--- config.mk ---
export PLATFORM = sky130hd
export DESIGN_NAME = rf_writeback_arbiter
export DESIGN_NICKNAME = d
export VERILOG_FILES = /design/src/rtl/rf_writeback_arbiter.sv
export SDC_FILE = /design/constraint.sdc
export NUM_CORES = 1
export LEC_CHECK = 0
export ABC_AREA = 1
export CAP_MARGIN = 20
export CORE_ASPECT_RATIO = 0.5
export CORE_UTILIZATION = 30
export CTS_BUF_LIST = sky130_fd_sc_hd__clkbuf_4 sky130_fd_sc_hd__clkbuf_8 sky130_fd_sc_hd__clkbuf_16
export DETAILED_ROUTE_END_ITERATION = 7
export PLACE_DENSITY = 0.7
export SYNTH_ARGS = -nofsm -noshare
export SYNTH_HDL_FRONTEND = slang
export SYNTH_SLANG_ARGS = --single-unit
--- constraint.sdc ---
create_clock -name clk -period 3.93 [get_ports clk]
set_input_delay 0.9825 -clock clk [delete_from_list [all_inputs] [get_ports clk]]
set_output_delay 0.9825 -clock clk [all_outputs]
set_load 0.1 [all_outputs]
--- src/rtl/rf_writeback_arbiter.sv ---
// rf_writeback_arbiter: merges EXU and LSU results onto the single register-file write port
// with round-robin arbitration, one output register stage and a per-register busy scoreboard. Rev 1.0
`default_nettype none

module rf_writeback_arbiter #(
   parameter int ADDR_WIDTH = 5,
   parameter int ADDR_COUNT = 32,
   parameter int DATA_WIDTH = 32
) (
   input  logic                  clk,
   input  logic                  rst,

   input  logic                  exu_valid,
   output logic                  exu_ready,
   input  logic [ADDR_WIDTH-1:0] exu_waddr,
   input  logic [DATA_WIDTH-1:0] exu_wdata,

   input  logic                  lsu_valid,
   output logic                  lsu_ready,
   input  logic [ADDR_WIDTH-1:0] lsu_waddr,
   input  logic [DATA_WIDTH-1:0] lsu_wdata,

   input  logic                  claim_valid,
   input  logic [ADDR_WIDTH-1:0] claim_addr,
   output logic [ADDR_COUNT-1:0] busy,

   output logic                  rf_wen,
   output logic [ADDR_WIDTH-1:0] rf_waddr,
   output logic [DATA_WIDTH-1:0] rf_wdata
);

   localparam logic [ADDR_WIDTH-1:0] ZERO_ADDR = '0;

   // favour_lsu=0 gives EXU the grant when both producers request together
   logic                  favour_lsu;
   logic                  both_valid;
   logic                  any_fire;
   logic [ADDR_WIDTH-1:0] win_addr;
   logic [DATA_WIDTH-1:0] win_data;
   logic                  win_nonzero;
   logic [ADDR_COUNT-1:0] busy_q;
   logic [ADDR_COUNT-1:0] busy_next;

   always_comb begin
      both_valid  = exu_valid && lsu_valid;
      exu_ready   = exu_valid && !(lsu_valid && favour_lsu);
      lsu_ready   = lsu_valid && !(exu_valid && !favour_lsu);
      any_fire    = exu_ready || lsu_ready;
      win_addr    = lsu_ready ? lsu_waddr : exu_waddr;
      win_data    = lsu_ready ? lsu_wdata : exu_wdata;
      win_nonzero = (win_addr != ZERO_ADDR);
   end

   // Clear on writeback first, then set on claim, so a same-address claim wins.
   always_comb begin
      busy_next = busy_q;
      if (any_fire && win_nonzero) begin
         busy_next[win_addr] = 1'b0;
      end
      if (claim_valid && (claim_addr != ZERO_ADDR)) begin
         busy_next[claim_addr] = 1'b1;
      end
      busy_next[0] = 1'b0;
   end

   always_ff @(posedge clk) begin
      if (rst) begin
         favour_lsu <= 1'b0;
         busy_q     <= '0;
         rf_wen     <= 1'b0;
         rf_waddr   <= '0;
         rf_wdata   <= '0;
      end else begin
         busy_q <= busy_next;
         // After a conflict the loser becomes favoured; single grants keep the pointer.
         if (both_valid) begin
            favour_lsu <= exu_ready;
         end
         rf_wen <= any_fire && win_nonzero;
         if (any_fire) begin
            rf_waddr <= win_addr;
            rf_wdata <= win_data;
         end
      end
   end

   assign busy = busy_q;

endmodule

`default_nettype wire

==> Word level (Yosys, flattened, before mapping) <==
Cells that the tools add are included.
{ "word_totals": {"regBits": 71, "inputBits": 84, "out_inout_bits": 72, "word_cells": 36} }
{ "classes": {"magnitude_cmp": 4, "n_mux": 8, "n_bitwise": 3, "n_reduce_logical": 15} }
{ "op_table": {"columns": ["op", "count"], "rows": [
  ["32-bit 2-to-1 mux", 3],
  ["32-bit bitwise AND", 1],
  ["32-bit inverter", 1],
  ["32-bit OR", 1],
  ["5-bit by 6-bit less-than comparator with 1-bit output, second input constant", 2],
  ["1-bit demux with 5-bit select", 2],
  ["5-bit by 1-bit >= comparator with 1-bit output, second input constant", 2],
  ["5-bit nonzero test", 2],
  ["1-bit logical AND", 9],
  ["5-bit 2-to-1 mux", 1],
  ["1-bit logical NOT", 3],
  ["1-bit 2-to-1 mux", 2],
  ["1-bit logical OR", 1]
]} }

==> Logic depth before layout (Yosys ltp) <==
Gate-level depths: netlist of the first run.
{ "depth": {"ltp_word": 14, "mapped_depth": 12, "depth_no_buf": 11} }

==> Least setup slack after synthesis of the first run <==
OpenSTA, ideal clock, no wires.
{ "synth_timing": {"path_type": "input to output", "from": "input port lsu_valid", "to": "output port exu_ready", "arrival_time_ns": 2.603, "required_ns": 2.947, "slack_ns": 0.345, "path_stages": 2, "n_path_buf": 1, "path_cell_list": "buf_6 -> a21oi_1"} }
{ "synth_between": {"elab_chain_len": 3} }
{ "synth_rtl": {"columns": ["item", "line", "text"], "rows": [
  ["start, declared", "18", "input logic lsu_valid,"],
  ["1-bit logical AND", "46", "exu_ready = exu_valid && !(lsu_valid && favour_lsu);"],
  ["1-bit logical NOT", "46", null],
  ["1-bit logical AND", "46", null],
  ["end, declared", "14", "output logic exu_ready,"]
]} }
Every way passes these cells.

==> Worst setup path after layout of the first run <==
{ "layout_timing": {"from": "input port lsu_valid", "to": "output port lsu_ready"} }
{ "layout_between": {"elab_chain_len": 1} }
{ "layout_rtl": {"columns": ["item", "line", "text"], "rows": [
  ["1-bit logical AND", "47", "lsu_ready = lsu_valid && !(exu_valid && !favour_lsu);"],
  ["end, declared", "19", "output logic lsu_ready,"]
]} }
Every way passes these cells.

==> results.py, run 1 <==
metrics = {
    "route": {
        "via_per_inst": 4.82,
        "vias": 3603,
        "wl_mm": 10.1,
        "firstDrtPassIters": 5,
        "ant_nets": 0,
        "drc_errors": 0,
        "drt-initial-drc-count": 230,
        "wire_per_inst_um": 13.6,
    },
    "sta": {
        "holdWs_ns": 0.460,
        "tns_ns": 0,
        "min_period_ns": 3.34,
        "finalSetupViolCount": 0,
        "drv_slew": 0,
        "rsz0062_at_grt": "no",
        "worst_clock_skew_ns": 0.00674,
        "max_freq_mhz": 300,
        "relSlewSlack_pct": 31.8,
        "worstMarginPinSlew_ns": 1.02,
        "fin_crit_sh_pct": 84.9,
        "finalHoldViolCount": 0,
    },
    "worst_setup_path": {
        "crit_required_ns": 2.95,
        "rr_worst_depth": 10,
        "cp-start-kind": "primary input",
        "critPathKind": "primary input to output port",
        "r2r_start": "favour_lsu$_SDFFE_PP0P_",
        "cp_data_arrival_time_ns": 2.36,
        "worstSetupEndpointType": "output port",
        "cp_max_fo": 9,
        "startpoint": "lsu_valid",
    },
    "grt": {
        "overflow": 0,
        "grt_max_degree": 44,
        "grt_pass1_wl_mm": 16.7,
        "grt_pass1_vias": 3428,
        "antenna_found_initial": 0,
        "grt.total_usage_pct": 18.7,
    },
    "flow_run": {
        "max_cap_viol_count": 0,
    },
    "placed_design": {
        "placement.cell_area_mm2": 0.00496,
        "port_buffers": 154,
        "place.gp.congestion": 0.805,
        "dpl.hpwl_mm": 7.11,
    },
    "synthesis": {
        "yosysTopAreaCell": "dfxtp_1",
        "syn_nets": 542,
        "synth_top_area_share_pct": 42.5,
        "synth_cell_types": 26,
        "syn_avg_cell_area_um2": 7.20,
        "netlist_area_mm2": 0.00330,
        "yosysWarnings": 0,
        "ys_top_cells_by_area": "dfxtp_1 42%, nand2_1 16%, o21ai_0 7.0%",
        "yosys_register_bits": 70,
        "syn_inst": 458,
        "ys_seq_area_share_pct": 42.5,
    },
    "floorplan": {
        "dieArea_mm2": 0.0114,
        "fp-row-count": 26,
        "die_h_um": 76.2,
        "core-area_mm2": 0.0104,
        "die_w_um": 150,
        "start_util_pct": 31.6,
        "io_pins": 156,
    },
    "clock_network": {
        "ctsHtreeMaxLevel": 3,
        "hold_buffers": 0,
        "cts.repair.resized": 0,
        "clk_pin_slew_ns": 0.06,
        "cts_setup_buffers": 0,
        "clk_path_buf_depth": 2,
        "clock_sinks": 70,
        "cts-root-buf": "clkbuf_16",
        "clk_latency_ns": 0.33,
        "cts_tree": "yes",
        "cts_made_buffers": 9,
    },
    "cells_and_area": {
        "regArea_mm2": 0.00140,
        "multi_input_area_mm2": 0.00168,
        "final_cell_mix": "152 x clkdlybuf4s50_1, 138 x nand2_1, 70 x dfxtp_1",
        "nets": 686,
        "stdcell_area_mm2": 0.00534,
        "area_growth_pct": 61.8,
        "final_common_cell": "clkdlybuf4s50_1",
        "drive_gt1_share_pct": 8.90,
        "fillers": 1046,
        "n_antenna_cell": 0,
    },
    "power": {
        "power_density_mw_per_mm2": 458,
        "peakVddDrop_mv": 0.233,
        "p_leak_uw": 0.00203,
    },
    "worst_hold_path": {
        "whs_path_depth": 2,
        "min_path_type": "register to register",
        "min-delay-start": "busy[12]$_SDFF_PP0_",
    },
    "status": {
        "outcome": "completed",
    },
}
## layout make-up
cell class	count	area share (%)
clock buffers	11	4.74
clock inverters	5	2.41
inverters	24	1.69
multi-input cells	337	31.5
flip-flops and latches	70	26.3
well taps	140	3.28
repair buffers	160	30.1
## through the flow
stage               total power (µW)  cells  util, %  setup WS [ns]
finish                          2440    747     51.1          0.592
global route                    2530    747     51.1          0.528
CTS                             2470    747     51.1          0.579
detailed placement              1430    731     47.5          0.584
global placement                1430    731     47.5          0.606
floorplan                       1220    458        -          0.345
## final timing paths
| kind | to | slack, ns |
|---|---|---|
| worst max-delay path | lsu_ready | 0.59 |
| worst min-delay path | busy[12]$_SDFF_PP0_ | 0.46 |
| worst max register to register | busy[15]$_SDFF_PP0_ | 2.06 |
| worst min register to register | busy[12]$_SDFF_PP0_ | 0.46 |
## sequential cells by signal, summed over array words and instances, names as in the netlist
name        cells
rf_wdata       32
busy           31
rf_waddr        5
favour_lsu      1
rf_wen          1
## Yosys cell counts
cell type / n
nand3_1: 27
nor3_1: 10
nand3_2: 3
nand4_1: 6
a21oi_2: 9
inv_1: 22
nand3b_1: 1
buf_4: 3
dfxtp_1: 70
o21ai_0: 46
a21oi_1: 29
a211oi_1: 1
a21oi_4: 1
a31oi_1: 32
nand2_2: 5
nand2_4: 5
buf_2: 2
nor2_4: 2
clkbuf_1: 19
nand2_8: 1
o21ai_2: 1
conb_1: 1
nor2_1: 19
inv_2: 2
nand2_1: 138
buf_6: 3
## worst max-delay path: stages
cell	delay (ns)
clkdlybuf4s50_1	0.75
inv_2	0.14
a21oi_4	0.27
buf_12	0.22
## report_power, final
group / internal [µW] / switching [µW]
registers: 749 / 18.6
clock network: 720 / 310
logic: 189 / 457
## cell families (layout without fill, tap and decap cells)
| logic type | after synthesis | after routing | share of synthesized area, % |
|---|---|---|---|
| other | 1 | 1 | 0.114 |
| AO/OA/AOI/OAI | 119 | 119 | 20.8 |
| buffers and inverters | 51 | 200 | 6.90 |
| flip-flops | 70 | 70 | 42.5 |
| AND/OR/NAND/NOR | 217 | 217 | 29.7 |
## routing by layer
| metal | part of all wire (%) | wire length, µm | global-route usage (%) |
|---|---|---|---|
| met5 | 0 | 0 | 0 |
| met4 | 1.0 | 106 | 6.97 |
| met3 | 8.0 | 812 | 6.11 |
| met2 | 46 | 4680 | 30.0 |
| met1 | 45 | 4540 | 23.1 |
Note: power is estimated with default switching activity, not from simulation.
==> inputs of run 2 (changes only) <==
clock period = 3.26 ns   (was 3.93 ns; I/O delays follow)
==> results.py, run 2 (synthesized netlist as in run 1, its figures left out) <==
metrics = {
    "cells_and_area": {
        "final_cell_mix": "138 x nand2_1, 83 x clkdlybuf4s50_1, 79 x buf_4",
        "area_growth_pct": 56.4,
        "largest_register_ffs": 32,
        "n_antenna_cell": 0,
        "final_cells": 751,
        "final_common_cell": "nand2_1",
        "drive_gt1_share_pct": 20.8,
        "fillers": 1077,
        "nets": 690,
        "regMostFlops": "rf_wdata",
    },
    "placed_design": {
        "place.gp.congestion": 0.838,
        "port_buffers": 154,
        "dpl.hpwl_mm": 7.24,
        "place_inst": 735,
    },
    "floorplan": {
        "core-area_mm2": 0.0104,
        "die_h_um": 76.2,
        "start_util_pct": 31.6,
        "fp-row-count": 26,
        "die_w_um": 150,
        "io_pins": 156,
        "dieArea_mm2": 0.0114,
    },
    "route": {
        "wl_mm": 10.2,
        "firstDrtPassIters": 4,
        "ant_nets": 0,
        "vias": 3660,
        "drt-initial-drc-count": 274,
        "drc_errors": 0,
        "wire_per_inst_um": 13.6,
        "via_per_inst": 4.87,
    },
    "clock_network": {
        "cts_setup_buffers": 0,
        "clk_latency_ns": 0.33,
        "ctsHtreeMaxLevel": 3,
        "hold_buffers": 0,
        "cts_made_buffers": 9,
        "clk_path_buf_depth": 2,
        "cts-root-buf": "clkbuf_16",
        "cts_tree": "yes",
        "clock_sinks": 70,
        "clk_pin_slew_ns": 0.06,
        "cts.repair.resized": 0,
    },
    "worst_setup_path": {
        "cp_data_arrival_time_ns": 2.02,
        "critPathKind": "primary input to output port",
        "crit_required_ns": 2.44,
        "worstSetupEndpointType": "output port",
        "cp_slowest_stage_delay_ns": 0.61,
        "crit_slowest_cell": "clkdlybuf4s50_1",
        "cp-start-kind": "primary input",
        "path_cells": "clkdlybuf4s50_1 -> inv_1 -> a21oi_1 -> buf_12",
        "cp_max_fo": 3,
    },
    "sta": {
        "rsz0062_at_grt": "no",
        "min_period_ns": 2.84,
        "worstMarginPinSlew_ns": 0.607,
        "drv_slew": 0,
        "finalSetupViolCount": 0,
        "max_freq_mhz": 353,
        "relSlewSlack_pct": 59.4,
        "finalHoldViolCount": 0,
        "fin_crit_sh_pct": 87.0,
        "worst_clock_skew_ns": 0.00948,
        "tns_ns": 0,
    },
    "status": {
        "outcome": "completed",
    },
    "grt": {
        "grt.total_usage_pct": 18.7,
        "grt_pass1_vias": 3463,
        "grt_max_degree": 44,
        "grt_pass1_wl_mm": 16.9,
        "antenna_found_initial": 0,
        "overflow": 0,
    },
    "power": {
        "power_density_mw_per_mm2": 550,
        "p_leak_uw": 0.00215,
        "peakVddDrop_mv": 0.252,
    },
    "worst_hold_path": {
        "min_path_type": "register to register",
    },
    "flow_run": {
        "max_cap_viol_count": 0,
    },
}
[run 2: path summary, 6_finish.rpt]
path | from | end | slack (ns) | cells past startpoint
max | exu_valid | exu_ready | 0.42 | 4
min | busy[12]$_SDFF_PP0_ | busy[12]$_SDFF_PP0_ | 0.46 | 2
max reg2reg | favour_lsu$_SDFFE_PP0P_ | busy[14]$_SDFF_PP0_ | 1.44 | 10
min reg2reg | busy[12]$_SDFF_PP0_ | busy[12]$_SDFF_PP0_ | 0.46 | 2
[run 2: area by class of cell]
| type | instances | area, µm² | area share, % |
|---|---|---|---|
| flip-flops and latches | 70 | 1400 | 27.2 |
| well taps | 140 | 175 | 3.39 |
| clock buffers | 10 | 239 | 4.63 |
| repair buffers | 164 | 1460 | 28.4 |
| inverters | 24 | 90.1 | 1.75 |
| multi-input cells | 337 | 1680 | 32.6 |
| clock inverters | 6 | 109 | 2.11 |
[run 2: per-layer routing]
layer	vias up	global-route usage (%)	routed length, µm
li1	1838	-	-
met1	1667	22.5	4340
met2	142	30.8	4800
met3	13	6.53	971
met4	0	6.36	135
met5	-	0	0
[run 2: stage by stage]
stage               hold slack (ns)  power (µW)  instance area, µm²  utilization (%)  setup WS [ns]
floorplan                     0.519        1470                3300                -        0.00995
global placement              0.450        1710                4810             46.1          0.436
detailed placement            0.455        1710                4810             46.1          0.390
CTS                           0.465        2860                5160             49.4          0.419
global route                  0.487        2950                5160             49.4          0.383
finish                        0.464        2840                5160             49.4          0.425
[run 2: power breakdown]
part           switching (µW)  internal (µW)  total [µW]
clock network             377            767        1140
logic                     550            215         765
registers                24.2            903         927
total                     951           1890        2840
[run 2: critical path, delay by kind of cell]
kind | cells | cell delay [ns]
buffers and inverters | 3 | 0.96
AOI/OAI and AO/OA | 1 | 0.25
